<file path="config.mk">
export PLATFORM = sky130hd
export DESIGN_NAME = seg7_to_hex_6bit_flat
export DESIGN_NICKNAME = d
export VERILOG_FILES = /design/src/rtl/seg7_pkg.sv /design/src/rtl/seg7_to_hex_6bit_if.sv /design/src/rtl/seg7_digit_decode.sv /design/src/rtl/seg7_to_hex_6bit.sv /design/src/flat_wrapper.sv
export SDC_FILE = /design/constraint.sdc
export NUM_CORES = 1
export LEC_CHECK = 0
export ABC_CLOCK_PERIOD_IN_PS = 2900
export CAP_MARGIN = 40
export CORE_ASPECT_RATIO = 0.6
export CORE_UTILIZATION = 55
export CTS_BUF_LIST = sky130_fd_sc_hd__clkbuf_2 sky130_fd_sc_hd__clkbuf_4 sky130_fd_sc_hd__clkbuf_8
export CTS_CLUSTER_SIZE = 8
export DETAILED_ROUTE_END_ITERATION = 7
export GPL_TIMING_DRIVEN = 0
export PLACE_DENSITY_LB_ADDON = 0.1
export SLEW_MARGIN = 40
export SYNTH_ARGS = -nofsm -noshare
export SYNTH_HDL_FRONTEND = slang
export SYNTH_SLANG_ARGS = --single-unit
</file>
<file path="constraint.sdc">
create_clock -name clock -period 2.9 [get_ports clock]
set_input_delay 0.87 -clock clock [delete_from_list [all_inputs] [get_ports clock]]
set_output_delay 0.87 -clock clock [all_outputs]
set_load 0.01 [all_outputs]
</file>
<file path="src/rtl/seg7_pkg.sv">
// Shared 7-segment definitions for the display encoder and the readback decoder.
// Segment bit order is 6..0. DIGI_X is the blank (all segments off) pattern.
package seg7_pkg;

    localparam int unsigned SEG_W   = 7;
    localparam int unsigned DIGIT_W = 4;
    localparam int unsigned VALUE_W = 7;

    localparam logic [SEG_W-1:0] DIGI_0 = 7'b0111111;
    localparam logic [SEG_W-1:0] DIGI_1 = 7'b0011000;
    localparam logic [SEG_W-1:0] DIGI_2 = 7'b1110110;
    localparam logic [SEG_W-1:0] DIGI_3 = 7'b1111100;
    localparam logic [SEG_W-1:0] DIGI_4 = 7'b1011001;
    localparam logic [SEG_W-1:0] DIGI_5 = 7'b1101101;
    localparam logic [SEG_W-1:0] DIGI_6 = 7'b1101111;
    localparam logic [SEG_W-1:0] DIGI_7 = 7'b0111000;
    localparam logic [SEG_W-1:0] DIGI_8 = 7'b1111111;
    localparam logic [SEG_W-1:0] DIGI_9 = 7'b1111101;
    localparam logic [SEG_W-1:0] DIGI_X = 7'b0000000;

    // Result of decoding one segment pattern.
    typedef struct packed {
        logic [DIGIT_W-1:0] digit;
        logic               blank;
        logic               bad;
    } digit_dec_t;

    // tens*10 + ones at 7 bits, so values up to 99 survive for the range check.
    function automatic logic [VALUE_W-1:0] seg7_value(input logic [DIGIT_W-1:0] tens,
                                                      input logic [DIGIT_W-1:0] ones);
        return (VALUE_W'(tens) << 3) + (VALUE_W'(tens) << 1) + VALUE_W'(ones);
    endfunction

endpackage

</file>
<file path="src/rtl/seg7_to_hex_6bit_if.sv">
// Sample/result bundle of seg7_to_hex_6bit.
//   master : drives in_valid, digi_0, digi_1; observes hex, hex_valid, out_valid, err
//   slave  : the decoder side
interface seg7_to_hex_6bit_if;
    logic       in_valid;
    logic [6:0] digi_0;
    logic [6:0] digi_1;
    logic [5:0] hex;
    logic       hex_valid;
    logic       out_valid;
    logic       err;

    modport master (
        output in_valid, digi_0, digi_1,
        input  hex, hex_valid, out_valid, err
    );

    modport slave (
        input  in_valid, digi_0, digi_1,
        output hex, hex_valid, out_valid, err
    );
endinterface

</file>
<file path="src/rtl/seg7_digit_decode.sv">
// Combinational decode of one 7-segment pattern.
//   i_pattern : segment pattern, bit 6..0
//   o_dec_c   : {digit, blank, bad}; digit is 0 for blank and illegal patterns
module seg7_digit_decode
    import seg7_pkg::*;
(
    input  logic [SEG_W-1:0] i_pattern,
    output digit_dec_t       o_dec_c
);

    always_comb begin
        o_dec_c = '0;
        case (i_pattern)
            DIGI_0:  o_dec_c.digit = 4'd0;
            DIGI_1:  o_dec_c.digit = 4'd1;
            DIGI_2:  o_dec_c.digit = 4'd2;
            DIGI_3:  o_dec_c.digit = 4'd3;
            DIGI_4:  o_dec_c.digit = 4'd4;
            DIGI_5:  o_dec_c.digit = 4'd5;
            DIGI_6:  o_dec_c.digit = 4'd6;
            DIGI_7:  o_dec_c.digit = 4'd7;
            DIGI_8:  o_dec_c.digit = 4'd8;
            DIGI_9:  o_dec_c.digit = 4'd9;
            DIGI_X:  o_dec_c.blank = 1'b1;
            default: o_dec_c.bad   = 1'b1;
        endcase
    end

endmodule

</file>
<file path="src/rtl/seg7_to_hex_6bit.sv">
// Decodes a tens/ones 7-segment pair back to a 6-bit value with a stability filter:
// a pair commits only after STABLE_CNT consecutive identical valid samples.
//   clock, rst_n : clock, asynchronous active-low reset
//   io_bus       : in_valid/digi_0/digi_1 in; hex, hex_valid, out_valid (pulse), err (pulse) out
module seg7_to_hex_6bit
    import seg7_pkg::*;
#(
    parameter int unsigned STABLE_CNT = 4
) (
    input  logic                clock,
    input  logic                rst_n,
    seg7_to_hex_6bit_if.slave   io_bus
);

    localparam int unsigned          CNT_W   = 8;
    localparam int unsigned          PAIR_W  = 2 * SEG_W;
    localparam logic [CNT_W-1:0]     CNT_MAX = CNT_W'(STABLE_CNT);
    localparam logic [VALUE_W-1:0]   VAL_MAX = VALUE_W'(63);

    digit_dec_t w_dec0;
    digit_dec_t w_dec1;

    logic                r_s1_valid;
    logic [DIGIT_W-1:0]  r_s1_tens;
    logic [DIGIT_W-1:0]  r_s1_ones;
    logic                r_s1_illegal;
    logic [PAIR_W-1:0]   r_s1_pair;

    logic [PAIR_W-1:0]   r_held_pair;
    logic                r_held_valid;
    logic [CNT_W-1:0]    r_cnt;

    logic [5:0]          r_hex;
    logic                r_hex_valid;
    logic                r_out_valid;
    logic                r_err;

    logic                w_match;
    logic [CNT_W-1:0]    w_cnt_nxt;
    logic                w_commit;
    logic [VALUE_W-1:0]  w_value;
    logic                w_reject;

    seg7_digit_decode u_dec0 (.i_pattern(io_bus.digi_0), .o_dec_c(w_dec0));
    seg7_digit_decode u_dec1 (.i_pattern(io_bus.digi_1), .o_dec_c(w_dec1));

    // Stage 1: register decoded digits, the combined illegal flag and the raw pair.
    always_ff @(posedge clock or negedge rst_n) begin
        if (!rst_n) begin
            r_s1_valid   <= 1'b0;
            r_s1_tens    <= '0;
            r_s1_ones    <= '0;
            r_s1_illegal <= 1'b0;
            r_s1_pair    <= '0;
        end else begin
            r_s1_valid <= io_bus.in_valid;
            if (io_bus.in_valid) begin
                // Blank tens is leading-zero suppression; blank ones is illegal.
                r_s1_tens    <= w_dec1.blank ? '0 : w_dec1.digit;
                r_s1_ones    <= w_dec0.digit;
                r_s1_illegal <= w_dec0.bad | w_dec1.bad | w_dec0.blank;
                r_s1_pair    <= {io_bus.digi_1, io_bus.digi_0};
            end
        end
    end

    // Filter next-state and commit decision; a saturated run never re-commits.
    always_comb begin
        w_match   = r_held_valid && (r_s1_pair == r_held_pair);
        w_cnt_nxt = CNT_W'(1);
        if (w_match) begin
            w_cnt_nxt = (r_cnt == CNT_MAX) ? r_cnt : r_cnt + CNT_W'(1);
        end
        w_commit = r_s1_valid && (w_cnt_nxt == CNT_MAX) && !(w_match && (r_cnt == CNT_MAX));
        w_value  = seg7_value(r_s1_tens, r_s1_ones);
        w_reject = r_s1_illegal || (w_value > VAL_MAX);
    end

    // Stage 2 filter state plus output stage, updated on the same edge.
    always_ff @(posedge clock or negedge rst_n) begin
        if (!rst_n) begin
            r_held_pair  <= '0;
            r_held_valid <= 1'b0;
            r_cnt        <= '0;
            r_hex        <= '0;
            r_hex_valid  <= 1'b0;
            r_out_valid  <= 1'b0;
            r_err        <= 1'b0;
        end else begin
            if (r_s1_valid) begin
                r_held_pair  <= r_s1_pair;
                r_held_valid <= 1'b1;
                r_cnt        <= w_cnt_nxt;
            end
            r_out_valid <= w_commit && !w_reject;
            r_err       <= w_commit && w_reject;
            if (w_commit && !w_reject) begin
                r_hex       <= w_value[5:0];
                r_hex_valid <= 1'b1;
            end
        end
    end

    assign io_bus.hex       = r_hex;
    assign io_bus.hex_valid = r_hex_valid;
    assign io_bus.out_valid = r_out_valid;
    assign io_bus.err       = r_err;

endmodule

</file>
<file path="src/flat_wrapper.sv">
// flat-port wrapper written by rule: the top's interface ports become plain ports
module seg7_to_hex_6bit_flat import seg7_pkg::*;
#(
    parameter int unsigned STABLE_CNT = 4
)
  (clock, rst_n, io_bus_in_valid, io_bus_digi_0, io_bus_digi_1, io_bus_hex, io_bus_hex_valid, io_bus_out_valid, io_bus_err);
  seg7_to_hex_6bit_if io_bus_i ();
  input  logic clock;
  input  logic rst_n;
  input wire logic [$bits(io_bus_i.in_valid)-1:0] io_bus_in_valid;
  input wire logic [$bits(io_bus_i.digi_0)-1:0] io_bus_digi_0;
  input wire logic [$bits(io_bus_i.digi_1)-1:0] io_bus_digi_1;
  output wire logic [$bits(io_bus_i.hex)-1:0] io_bus_hex;
  output wire logic [$bits(io_bus_i.hex_valid)-1:0] io_bus_hex_valid;
  output wire logic [$bits(io_bus_i.out_valid)-1:0] io_bus_out_valid;
  output wire logic [$bits(io_bus_i.err)-1:0] io_bus_err;
  assign io_bus_i.in_valid = io_bus_in_valid;
  assign io_bus_i.digi_0 = io_bus_digi_0;
  assign io_bus_i.digi_1 = io_bus_digi_1;
  assign io_bus_hex = io_bus_i.hex;
  assign io_bus_hex_valid = io_bus_i.hex_valid;
  assign io_bus_out_valid = io_bus_i.out_valid;
  assign io_bus_err = io_bus_i.err;
  seg7_to_hex_6bit #(.STABLE_CNT(STABLE_CNT)) u_core (.clock(clock), .rst_n(rst_n), .io_bus(io_bus_i));
endmodule
</file>
==> Word-level counts from Yosys, hierarchy flattened <==
Cells that the tools add are included.
{ "op_classes": {"addsub": 3, "mux": 9, "reduce_logical": 13, "n_eq_ne": 23, "bitwise": 2, "order_cmp": 1} }
{ "ops": {"columns": ["operator", "count"], "rows": [
  ["7-bit == test, second input constant", 14],
  ["4-bit case mux with 9 select lines", 2],
  ["7-bit by 6-bit == test with 1-bit output, second input constant", 4],
  ["11-bit OR reduction", 2],
  ["8-bit by 3-bit == test with 1-bit output, second input constant", 2],
  ["8-bit two-way mux", 2],
  ["14-bit == test", 1],
  ["7-bit by 5-bit == test with 1-bit output, second input constant", 2],
  ["7-bit zero test", 2],
  ["8-bit by 1-bit adder with 8-bit output, second input constant", 1],
  ["7-bit by 4-bit adder with 7-bit output", 1],
  ["7-bit by 5-bit adder with 7-bit output", 1],
  ["7-bit by 6-bit > comparator with 1-bit output, second input constant", 1],
  ["1-bit logical AND", 6],
  ["1-bit two-way mux", 4],
  ["4-bit two-way mux", 1],
  ["1-bit zero test", 2],
  ["1-bit OR", 2],
  ["1-bit logical OR", 1]
]} }
{ "word_totals": {"register_bits": 56, "word_cells": 63, "inputBits": 17} }

==> Logic depth before layout (Yosys ltp) <==
Gate-level depths: netlist of run 1.
{ "logic_depth": {"ltp_word": 7, "ltp_mapped": 10, "depth_no_buf": 9} }

==> Hierarchy <==
From an unflattened synthesis of run 1, not the netlist that was laid out.
{ "unflattened": {"hier_cells": 291, "area_unflattened_um2": 3228.1} }
{ "modules_own_cells": {"columns": ["module", "n_inst", "cells_per_inst", "area_per_inst_um2"], "rows": [
  ["seg7_to_hex_6bit", 1, 225, 2775.2],
  ["seg7_digit_decode", 2, 33, 226.5]
]} }

==> Least setup slack after synthesis of run 1 <==
No wires, ideal clock.
{ "synth_timing": {"kind": "reg-to-reg", "start": "register u_core.r_s1_tens[0]", "end": "register u_core.r_hex[0], in the netlist u_core.io_bus.hex[0]", "setup_time_ns": 0.125, "arrival_time_ns": 2.467, "path_stages_with_launch": 10, "path_slack_ns": 0.308, "path_cell_list": "dfrtp_1 inv_1 fa_1 fa_1 nand2b_1 a21oi_1 mux2i_1 nand4bb_1 buf_6 mux2_4"} }
{ "synth_between": {"elab_chain_len": 6} }
{ "synth_lines": {"columns": ["element", "line_no", "text"], "rows": [
  ["from (decl)", "seg7_to_hex_6bit.sv:24", "logic [DIGIT_W-1:0] r_s1_tens;"],
  ["from (signal assigned)", "seg7_to_hex_6bit.sv:59", "r_s1_tens <= w_dec1.blank ? '0 : w_dec1.digit;"],
  ["7-bit by 5-bit adder with 7-bit output", "seg7_pkg.sv:31", "return (VALUE_W'(tens) << 3) + (VALUE_W'(tens) << 1) + VALUE_W'(ones);"],
  ["7-bit by 4-bit adder with 7-bit output", "seg7_pkg.sv:31", null],
  ["7-bit by 6-bit > comparator with 1-bit output", "seg7_to_hex_6bit.sv:76", "w_reject = r_s1_illegal || (w_value > VAL_MAX);"],
  ["1-bit logical OR", "seg7_to_hex_6bit.sv:76", null],
  ["1-bit zero test", "seg7_to_hex_6bit.sv:97", "if (w_commit && !w_reject) begin"],
  ["1-bit logical AND", "seg7_to_hex_6bit.sv:97", null],
  ["to (signal assigned)", "seg7_to_hex_6bit.sv:98", "r_hex <= w_value[5:0];"],
  ["to (decl)", "seg7_to_hex_6bit.sv:33", "logic [5:0] r_hex;"]
]} }
Every way passes these cells.
A chain may end at the register's enable or synchronous reset.

==> Worst setup path in the final report of run 1 <==
Ends and elaborated chain as after synthesis.

==> results of run 1 <==
## cell families after synthesis
logic type,Yosys count,synth area share (%)
xor gates and xnor gates,20,5.73
muxes,37,14.1
buffers and inverters,28,3.93
DFF,56,45.8
and+or+nand+nor,73,14.2
adders and majority gates,11,4.99
AOI/OAI and AO/OA,49,11.3
## flip-flops by register name, indices dropped and copies added, names as in the netlist
name                     cells
u_core.r_held_valid          1
u_core.r_s1_tens             4
u_core.r_held_pair          14
u_core.io_bus.err            1
u_core.r_cnt                 8
u_core.r_s1_ones             4
u_core.r_s1_illegal          1
u_core.io_bus.out_valid      1
u_core.io_bus.hex_valid      1
u_core.r_s1_valid            1
u_core.io_bus.hex            6
u_core.r_s1_pair            14
## metrics by stage
step | util (%) | setup TNS (ps) | setup slack (ps) | hold WS, ps
3_3_place_gp | 64.5 | -45370 | -815 | 450
4_1_cts | 67.1 | 0 | 52.0 | 415
3_5_place_dp | 64.9 | -19.3 | -19.3 | 461
2_1_floorplan | - | 0 | 308 | 463
5_1_grt | 67.3 | -151 | -36.3 | 421
6_report | 67.3 | 0 | 85.7 | 418
## metal layers
metal / vias up / global-route usage (%) / wire length, um
met5: - / 0 / 0
met4: 0 / 3.84 / 34
met3: 5 / 5.73 / 404
met2: 59 / 34.5 / 2560
met1: 1075 / 34.5 / 3170
li1: 1062 / - / -
## worst max-delay path, cell delays in order (launching register included)
cell,delay (ps)
dfrtp_1,390
inv_1,120
fa_1,480
fa_1,480
nand2b_1,180
a21oi_2,140
mux2i_1,260
nand4bb_1,170
buf_6,170
mux2_4,310
## final cells by class
cell class              count  area [um2]  share of cell area (%)
multi-input cells         190        1540                    43.9
plain buffers              13        63.8                    1.82
flip-flops and latches     56        1400                    40.0
well taps                  66        82.6                    2.36
clock inverters             3        46.3                    1.32
repair buffers             24         245                    7.00
inverters                  15        56.3                    1.61
clock buffers               5        68.8                    1.96
## layout by cell type (no fill, tap or decap), types with 3 or more instances in the layout
| cell type | count |
|---|---|
| a21o_1 | 3 |
| a21oi_1 | 10 |
| a31oi_1 | 10 |
| a32oi_1 | 3 |
| and3_1 | 4 |
| buf_4 | 4 |
| clkbuf_1 | 9 |
| clkbuf_8 | 5 |
| clkdlybuf4s50_1 | 21 |
| dfrtp_1 | 56 |
| ha_1 | 9 |
| inv_1 | 15 |
| mux2_2 | 28 |
| mux2_4 | 5 |
| mux2i_1 | 4 |
| nand2_1 | 11 |
| nand2b_1 | 4 |
| nand3_1 | 7 |
| nand3b_1 | 4 |
| nand4_1 | 5 |
| nor2_1 | 12 |
| nor3_1 | 3 |
| nor4_1 | 5 |
| o21ai_0 | 10 |
| xnor2_1 | 15 |
| xor2_1 | 5 |
## worst paths after layout
check	endpoint	cells after the start	start	slack [ps]
max reg2reg	u_core.io_bus.hex[0]	9	u_core.r_s1_tens[0]	90
min in group clock	u_core.io_bus.hex_valid	1	u_core.io_bus.hex_valid	490
min reg2reg	u_core.io_bus.hex_valid	1	u_core.io_bus.hex_valid	490
max in group asynchronous	u_core.r_s1_pair[5]	2	rst_n	2010
max	u_core.io_bus.hex[0]	9	u_core.r_s1_tens[0]	90
min	u_core.io_bus.hex[4]	1	rst_n	420
## timing repair
| action | 4_1_cts | 5_1_grt |
|---|---|---|
| setup buffers | 0 | 1 |
| setup endpoints to repair | 0 | 5 |
| gates resized for setup | 0 | 1 |
## power by group through the flow
| stage | registers [mW] | clock network (mW) | logic (mW) |
|---|---|---|---|
| after floorplan | 0.881 | 0 | 0.151 |
| after global placement | 0.888 | 0 | 0.221 |
| after detailed placement | 0.891 | 0 | 0.229 |
| after CTS | 0.876 | 0.541 | 0.231 |
| after global routing | 0.884 | 0.572 | 0.256 |
| final | 0.875 | 0.527 | 0.229 |
==> summary.md, run 1 <==
| Metric | Value |
|---|---|
| Synth warnings | 0 |
| Worst Setup Path Type | reg2reg |
| Diode count | 0 |
| Async set-reset flop share out of synthesis | 100% |
| First-pass detailed-route iteration total | 6 |
| Power, Total | 1.63 mW |
| Syn avg cell area | 11.2 um2 |
| Worst slew pin tran | roughly 660 ps |
| TritonCTS clock tree | built |
| Cts hold-fix bufs | 0 |
| H-Tree Depth | 2 |
| Initial antenna violation count | 0 |
| Largest net degree at the start of global routing | 40 |
| Clk pin slew, worst setup/hold paths | roughly 100 ps |
| Fin crit period | 2810 ps |
| Starting Density | between 50% and 60% |
| DR WL/cell | between 15 and 20 um |
| Startpoint Class | register |
| Final setup violation count | 0 |
| Required time of the critical path | 3100 ps |
| Synth top cells by count | 56 x dfrtp_1, 28 x mux2_2, 15 x inv_1, 15 x xnor2_1, 12 x nor2_1 |
| Die Span X | 98.2 um |
| Fraction of the yosys area taken by sequential cells | between 40% and 50% |
| Combinational group share of total power | 14.0% |
| Final period util | 97.0% |
| PortBufs | 22 |
| Final wirelength | 6.17 mm |
| DR vias/cell | 5.92 |
| Fmax | 355 MHz |
| FF+latch count, synth | 56 |
| CP Data Arrival Time | 3010 ps |
| Max Slew Vio Count | 0 |
| Switching Fraction | 25.7% |
| Top cells by area, synth | dfrtp_1 46%, mux2_2 10%, xnor2_1 4.3% |
| Cells after Synth | roughly 270 |
| Die ar. | 5870 um2 |
| Grt ovf | 0 |
| Clock sink count | 56 |
| Post-DRT Antenna Nets | 0 |
| Max_cap viols | 0 |
| Clock power frac | 32.3% |
| Max IR drop VDD | 341 uV |
| Placed instance area | 3380 um2 |
| Clock buffer count from CTS | 5 |
| Placeable Area | 5200 um2 |
| Post-synth net total | around 300 |
| GRT Util Overall | 23.1% |
| Syn Std Cell Area | 3060 um2 |
| DP HPWL | 4.63 mm |
| Post-synth EDFFs | 0 |
| Non-Filler Cell Area, Final | around 3500 um2 |
| Share of cells above drive strength 1 | 17.6% |
| Pint | around 1.2 mW |
| Clock Latency Late Sink | about 310 ps |
| Pwr Density | 465 nW/um2 |
| Die Y | ~60 um |
| Row count | 20 |
| Clock root cell | clkbuf_8 |
| Hold Vio Cnt, Final | 0 |
| Pleak | 1.47 nW |
| Yosys top cell area share | 45.8% |
| Final Non-Filler Cells | 372 |
| Most frequent cell after synthesis | dfrtp_1 |
| First-pass GRT wire length | 10.3 mm |
| Final #Nets | 333 |
| Slew margin rel. | a little under three fifths |
| Clk buf depth | 2 |
| Fillers | about 430 |
| RD Place Congestion | 0.886 |
| Sw power | 0.419 mW |
| I/O pin cnt | 26 |
| Final Skew | 8.96 ps |
| Detailed-route DRC error count | 0 |
| Seq pwr share | 53.7% |
| Total number of vias | 2201 |
| Distinct cells, synth | 51 |
| Status | finished, final reports clean |
| Worst Hold Class | in2async |
| Maximum fanout along the worst path | 7 |
| Post-synth top area cell | dfrtp_1 |
| Vias in the first global route | 2021 |
| DRT iter0 DRCs | 220 |
| Setup crit end kind | register |
| Area Overhead vs Synth | 14.6% |
| Placed Instances | 363 |
| Predominant post-synthesis flop cell | dfrtp_1 |
(Power assumes the default switching activity.)
==> run 2, diff against run 1 <==
--- a/config.mk
+++ b/config.mk
@@ -12,6 +12,7 @@
 export CTS_BUF_LIST = sky130_fd_sc_hd__clkbuf_2 sky130_fd_sc_hd__clkbuf_4 sky130_fd_sc_hd__clkbuf_8
 export CTS_CLUSTER_SIZE = 8
 export DETAILED_ROUTE_END_ITERATION = 7
+export DONT_BUFFER_PORTS = 1
 export GPL_TIMING_DRIVEN = 0
 export PLACE_DENSITY_LB_ADDON = 0.1
 export SLEW_MARGIN = 40
==> summary.md, run 2 (synthesis results as in run 1) <==
| Metric | Value |
|---|---|
| PortBufs | 0 (-100%) |
| CP Data Arrival Time | 2950 ps (-60 ps) |
| First-pass detailed-route iteration total | 6 (unchanged) |
| Largest regs | u_core.r_held_pair: 14 flops, u_core.r_s1_pair: 14 flops, u_core.r_cnt: 8 flops |
| Total number of vias | 2106 (-4.3%) |
| Final wirelength | 5.87 mm (-5.0%) |
| DR vias/cell | 6.02 (+1.7%) |
| H-Tree Depth | 2 (unchanged) |
| DP HPWL | 4.28 mm (-7.5%) |
| Die ar. | 5870 um2 (unchanged) |
| RSZ-0062 raised after global routing | no |
| Status | complete, but fails checks |
| Final TNS setup | 0 ps (unchanged) |
| Post-DRT Antenna Nets | 0 (unchanged) |
| Starting Density | 58.7% (unchanged) |
| Startpoint Class | register |
| Setup crit end kind | register |
| Slew margin rel. | 56.8% (+0.61 points) |
| Final #Nets | 311 (-6.6%) |
| Die Span X | 98.2 um (unchanged) |
| Min Hold Slack | 231 ps (-186 ps) |
| Placeable Area | 5200 um2 (unchanged) |
| Sequential Area | 1400 um2 (unchanged) |
| Worst Hold Class | in2async |
| Clock Latency Late Sink | 320 ps (about the same) |
| Worst slew pin tran | 646 ps (-9.19 ps) |
| Clk pin slew, worst setup/hold paths | 100 ps (about the same) |
| Fmax | 364 MHz (+2.4%) |
| Fin crit period | 2750 ps (-64.7 ps) |
| Final Skew | 11.8 ps (+2.81 ps) |
| Row count | 20 (unchanged) |
| Max_cap viols | 0 (unchanged) |
| DRT iter0 DRCs | 120 (-45%) |
| Worst Setup Path Type | reg2reg |
| I/O pin cnt | 26 (unchanged) |
| Area Overhead vs Synth | 6.30% |
| First-pass GRT wire length | 9.97 mm (-3.3%) |
| DR WL/cell | 16.8 um (+1.0%) |
| Final period util | 94.8% (-2.2 points) |
| Required time of the critical path | 3100 ps (about the same) |
| Cts hold-fix bufs | 0 (unchanged) |
| Failing checks | design-rule violations |
| Clock root cell | clkbuf_8 |
| Diode count | 0 (unchanged) |
| GRT Util Overall | 22.6% (-0.48 points) |
| Commonest cells after routing, fill and taps aside | 56 x dfrtp_1, 28 x mux2_2, 15 x xnor2_1, 14 x inv_1, 12 x nor2_1 |
| Grt ovf | 0 (unchanged) |
| RD Place Congestion | 0.815 (-8.0%) |
| Maximum fanout along the worst path | 7 (unchanged) |
| Initial antenna violation count | 0 (unchanged) |
| Max Slew Vio Count | 0 (unchanged) |
| Clock buffer count from CTS | 5 (unchanged) |
| Die Y | 59.7 um (unchanged) |
| Share of cells above drive strength 1 | 19.0% (+1.4 points) |
| Fillers | 438 (+2.3%) |
| Commonest non-fill, non-tap cell in the layout | dfrtp_1 |
| Detailed-route DRC error count | 1 (+1) |
| Clk buf depth | 2 (unchanged) |
| Multi-input gate area | 1540 um2 (about the same) |
| Pwr Density | 460 nW/um2 (-1.3%) |
| Final setup violation count | 0 (unchanged) |
| Hold Vio Cnt, Final | 0 (unchanged) |
| Vias in the first global route | 1988 (-1.6%) |
| Clock sink count | 56 (unchanged) |
| TritonCTS clock tree | built |
| Pleak | 1.37 nW (-6.8%) |
| Max IR drop VDD | 219 uV (-36%) |
| Largest net degree at the start of global routing | 57 (+43%) |
run 2: report_power, final:
group	leakage [nW]	internal [mW]	switching (mW)
clock	0.0404	0.172	0.264
sequential	0.697	0.834	0.0409
combinational	0.629	0.101	0.0812
total	1.37	1.11	0.386
run 2: path summary, 6_finish.rpt:
kind	slack (ps)	startpoint	endpoint	cells past startpoint
min in group clock	520	u_core.r_held_valid	u_core.r_held_valid	1
max in group asynchronous	2560	rst_n	u_core.r_s1_ones[3]	0
max reg2reg	150	u_core.r_s1_tens[0]	u_core.io_bus.hex[0]	9
min	230	rst_n	u_core.io_bus.hex[5]	0
max	150	u_core.r_s1_tens[0]	u_core.io_bus.hex[0]	9
min reg2reg	520	u_core.r_held_valid	u_core.r_held_valid	1
run 2: critical path: stages, from the launching register on:
cell	delay, ps
dfrtp_1	400
inv_1	100
fa_1	460
fa_2	420
nand2b_1	150
a21oi_1	160
mux2i_1	290
nand4bb_1	180
buf_6	170
mux2_4	300
run 2: through the flow:
step / instances / utilization, % / worst slack, ps / power (mW) / instance area [um2]
floorplan: 274 / - / 308 / 1.03 / 3060
global placement: 340 / 60.3 / 128 / 1.06 / 3140
global route: 350 / 62.4 / 17.2 / 1.56 / 3250
CTS: 348 / 62.1 / 67.8 / 1.51 / 3230
finish: 350 / 62.4 / 150 / 1.49 / 3250
detailed placement: 340 / 60.3 / 92.8 / 1.07 / 3140
run 2: final cells by class:
| class | count | share of cell area (%) |
|---|---|---|
| buffer | 13 | 1.96 |
| clock buffer | 5 | 2.12 |
| clock inverter | 3 | 0.732 |
| inverter | 15 | 1.73 |
| multi-input combinational | 190 | 47.3 |
| sequential | 56 | 43.1 |
| tap | 66 | 2.54 |
| timing repair buffer | 2 | 0.462 |
run 2: what timing repair did:
action / in CTS / in global routing
gates resized for setup: 0 / 2
hold endpoints to repair: 0 / 0
setup endpoints to repair: 0 / 5
setup buffers: 0 / 2
run 2: metal layers:
layer | global-route usage (%) | wire length [um] | up-vias
li1 | - | - | 1022
met1 | 33.5 | 3040 | 1031
met2 | 32.3 | 2430 | 46
met3 | 5.26 | 337 | 7
met4 | 8.32 | 57 | 0
met5 | 0 | 0 | -
==> run 3, diff against run 2 <==
--- a/config.mk
+++ b/config.mk
@@ -5,6 +5,7 @@
 export SDC_FILE = /design/constraint.sdc
 export NUM_CORES = 1
 export LEC_CHECK = 0
+export ABC_AREA = 1
 export ABC_CLOCK_PERIOD_IN_PS = 2900
 export CAP_MARGIN = 40
 export CORE_ASPECT_RATIO = 0.6
@@ -15,7 +16,7 @@
 export DONT_BUFFER_PORTS = 1
 export GPL_TIMING_DRIVEN = 0
 export PLACE_DENSITY_LB_ADDON = 0.1
-export SLEW_MARGIN = 40
+export SLEW_MARGIN = 0
 export SYNTH_ARGS = -nofsm -noshare
 export SYNTH_HDL_FRONTEND = slang
 export SYNTH_SLANG_ARGS = --single-unit
==> summary.md, run 3 <==
| Metric | Value |
|---|---|
| Commonest cells after routing, fill and taps aside | 122 x nand2_1, 58 x inv_1, 56 x dfrtp_1, 41 x o21ai_0, 36 x nor2_1 |
| Largest regs | u_core.r_held_pair: 14 flops, u_core.r_s1_pair: 14 flops, u_core.r_cnt: 8 flops |
| Final Non-Filler Cells | 502 (+43%) |
| Multi-input gate area | 1480 um2 (-4.0%) |
| Post-synth EDFFs | 0 (unchanged) |
| Pwr Density | 486 nW/um2 (+5.7%) |
| Diode count | 0 (unchanged) |
| First-pass GRT wire length | 11.3 mm (+14%) |
| Clock Latency Late Sink | 320 ps (about the same) |
| Worst slew pin tran | 552 ps (-94.1 ps) |
| Sequential Area | 1400 um2 (unchanged) |
| Synth warnings | 0 (unchanged) |
| Final wirelength | 6.96 mm (+19%) |
| RD Place Congestion | 0.879 (+7.9%) |
| Syn Std Cell Area | 3150 um2 (+3.0%) |
| Status | finished, final reports clean |
| Distinct cells, synth | 31 (-39%) |
| Clock root cell | clkbuf_8 |
| Post_cts resized | 0 (unchanged) |
| Final setup violation count | 0 (unchanged) |
| Final Skew | 12.8 ps (+1.06 ps) |
| Fin crit period | 2530 ps (-220 ps) |
| Max Slew Vio Count | 0 (unchanged) |
| Detailed-route DRC error count | 0 (-1) |
| CP delay by family, top | adder cells |
| Share of cells above drive strength 1 | 5.88% (-13 points) |
| Grt ovf | 0 (unchanged) |
| Predominant post-synthesis flop cell | dfrtp_1 |
| Post-synth top area cell | dfrtp_1 |
| Row count | 20 (unchanged) |
| Die Y | 60.6 um (+1.4%) |
| Commonest non-fill, non-tap cell in the layout | nand2_1 |
| Placeable Area | 5280 um2 (+1.4%) |
| Max_cap viols | 0 (unchanged) |
| Async set-reset flop share out of synthesis | 100% (unchanged) |
| Starting Density | 59.6% (+0.89 points) |
| Largest net degree at the start of global routing | 57 (unchanged) |
| Initial antenna violation count | 0 (unchanged) |
| Worst Setup Path Type | reg2reg |
| Post-CTS setup buffers | 0 (unchanged) |
| Maximum fanout along the worst path | 8 (+1) |
| Fraction of the yosys area taken by sequential cells | 44.5% (-1.3 points) |
| Clk buf depth | 2 (unchanged) |
| H-Tree Depth | 2 (unchanged) |
| Hold Vio Cnt, Final | 0 (unchanged) |
| DR vias/cell | 5.33 (-11%) |
| Synth top cells by count | 122 x nand2_1, 58 x inv_1, 56 x dfrtp_1 |
| Die ar. | 6040 um2 (+2.9%) |
| GRT Util Overall | 25.1% (+2.5 points) |
| PortBufs | 0 (unchanged) |
| Total number of vias | 2674 (+27%) |
| Area Overhead vs Synth | 7.43% |
| Post-DRT Antenna Nets | 0 (unchanged) |
| Clock buffer count from CTS | 5 (unchanged) |
| CP Data Arrival Time | 2750 ps (-200 ps) |
| TritonCTS clock tree | built |
| Yosys top cell area share | 44.5% (-1.3 points) |
| Required time of the critical path | 3120 ps (+20 ps) |
| Final TNS setup | 0 ps (unchanged) |
| Fillers | 473 (+8.0%) |
| Startpoint Class | register |
| Pleak | 1.69 nW (+24%) |
| Worst Hold Class | in2async |
| Setup crit end kind | register |
| Fmax | 395 MHz (+8.7%) |
| Slowest cell on crit path | fa_1 |
| Syn avg cell area | 7.55 um2 (-32%) |
| Most frequent cell after synthesis | nand2_1 |
| Clock sink count | 56 (unchanged) |
| Die Span X | 99.7 um (+1.5%) |
| I/O pin cnt | 26 (unchanged) |
| FF+latch count, synth | 56 (unchanged) |
| Max IR drop VDD | 269 uV (+23%) |
| Slew margin rel. | 63.2% (+6.4 points) |
| DR WL/cell | 13.9 um (-17%) |
| Final period util | 87.2% (-7.6 points) |
| CP peak stage delay | 480 ps (+20 ps) |
| First-pass detailed-route iteration total | 5 (-1) |
| Cts hold-fix bufs | 0 (unchanged) |
| Clk pin slew, worst setup/hold paths | 110 ps (about the same) |
| DP HPWL | 5.24 mm (+22%) |
| Post-synth net total | 445 (+47%) |
| Final #Nets | 452 (+45%) |
| Vias in the first global route | 2375 (+19%) |
| Buf+Inv Stages, Crit Path | 1 (-1) |
| DRT iter0 DRCs | 192 (+60%) |
| Placed Instances | 494 (+45%) |
| Top cells by area, synth | dfrtp_1 45%, nand2_1 15%, inv_1 6.9% |
| Cells after Synth | 417 (+52%) |
| RSZ-0062 raised after global routing | no |
| Worst path cell trace | inv_1, fa_1, fa_1, o211ai_1, nor2_1, nor3_4, nand3_4, nand2_1, nand2_1 |
## run 3: final cells by class
cell class | count | area share (%)
Multi-Input combinational cell | 289 | 43.7
Inverter | 62 | 6.88
Sequential cell | 56 | 41.4
Clock inverter | 3 | 2.03
Buffer | 10 | 1.11
Tap cell | 77 | 2.85
Clock buffer | 5 | 2.03
## run 3: worst paths after layout
check	start	slack, ps	cells after the start	to
max	u_core.r_s1_tens[2]	370	9	u_core.io_bus.hex[3]
min	rst_n	230	0	u_core.io_bus.hex[2]
max reg2reg	u_core.r_s1_tens[2]	370	9	u_core.io_bus.hex[3]
min reg2reg	u_core.r_held_valid	510	1	u_core.r_held_valid
max in group asynchronous	rst_n	2570	0	u_core.r_s1_pair[13]
min in group clock	u_core.r_held_valid	510	1	u_core.r_held_valid
## run 3: metal layers
layer	global-route usage, %	share of wire, %	vias up
li1	-	-	1344
met1	38.0	52	1218
met2	36.1	40	105
met3	7.26	7.7	7
met4	4.83	0.75	0
met5	0	0	-
## run 3: metrics by stage
stage | hold WS [ps] | power [mW] | instance area (um2) | setup slack [ps] | utilization [%]
final | 230 | 1.64 | 3380 | 371 | 64.1
after global routing | 202 | 1.72 | 3380 | 229 | 64.1
after CTS | 222 | 1.65 | 3380 | 357 | 64.1
after detailed placement | 478 | 1.04 | 3240 | 380 | 61.4
after global placement | 454 | 1.03 | 3240 | 426 | 61.4
after floorplan | 440 | 0.994 | 3150 | 575 | -
## run 3: kinds of logic (layout without fill, tap and decap cells)
| kind of cell | Yosys count | in the layout | share of synthesized area (%) |
|---|---|---|---|
| flops | 56 | 56 | 44.5 |
| xor+xnor | 7 | 7 | 1.95 |
| simple gates | 215 | 215 | 30.6 |
| fa+ha+maj | 11 | 11 | 4.85 |
| buf+inv | 72 | 80 | 8.59 |
| compound gates | 56 | 56 | 9.54 |
## run 3: where the power goes
| group | internal (mW) | switching (mW) |
|---|---|---|
| Sequential | 0.825 | 0.0306 |
| Combinational | 0.0574 | 0.114 |
| Clock | 0.348 | 0.267 |
| Total | 1.23 | 0.412 |
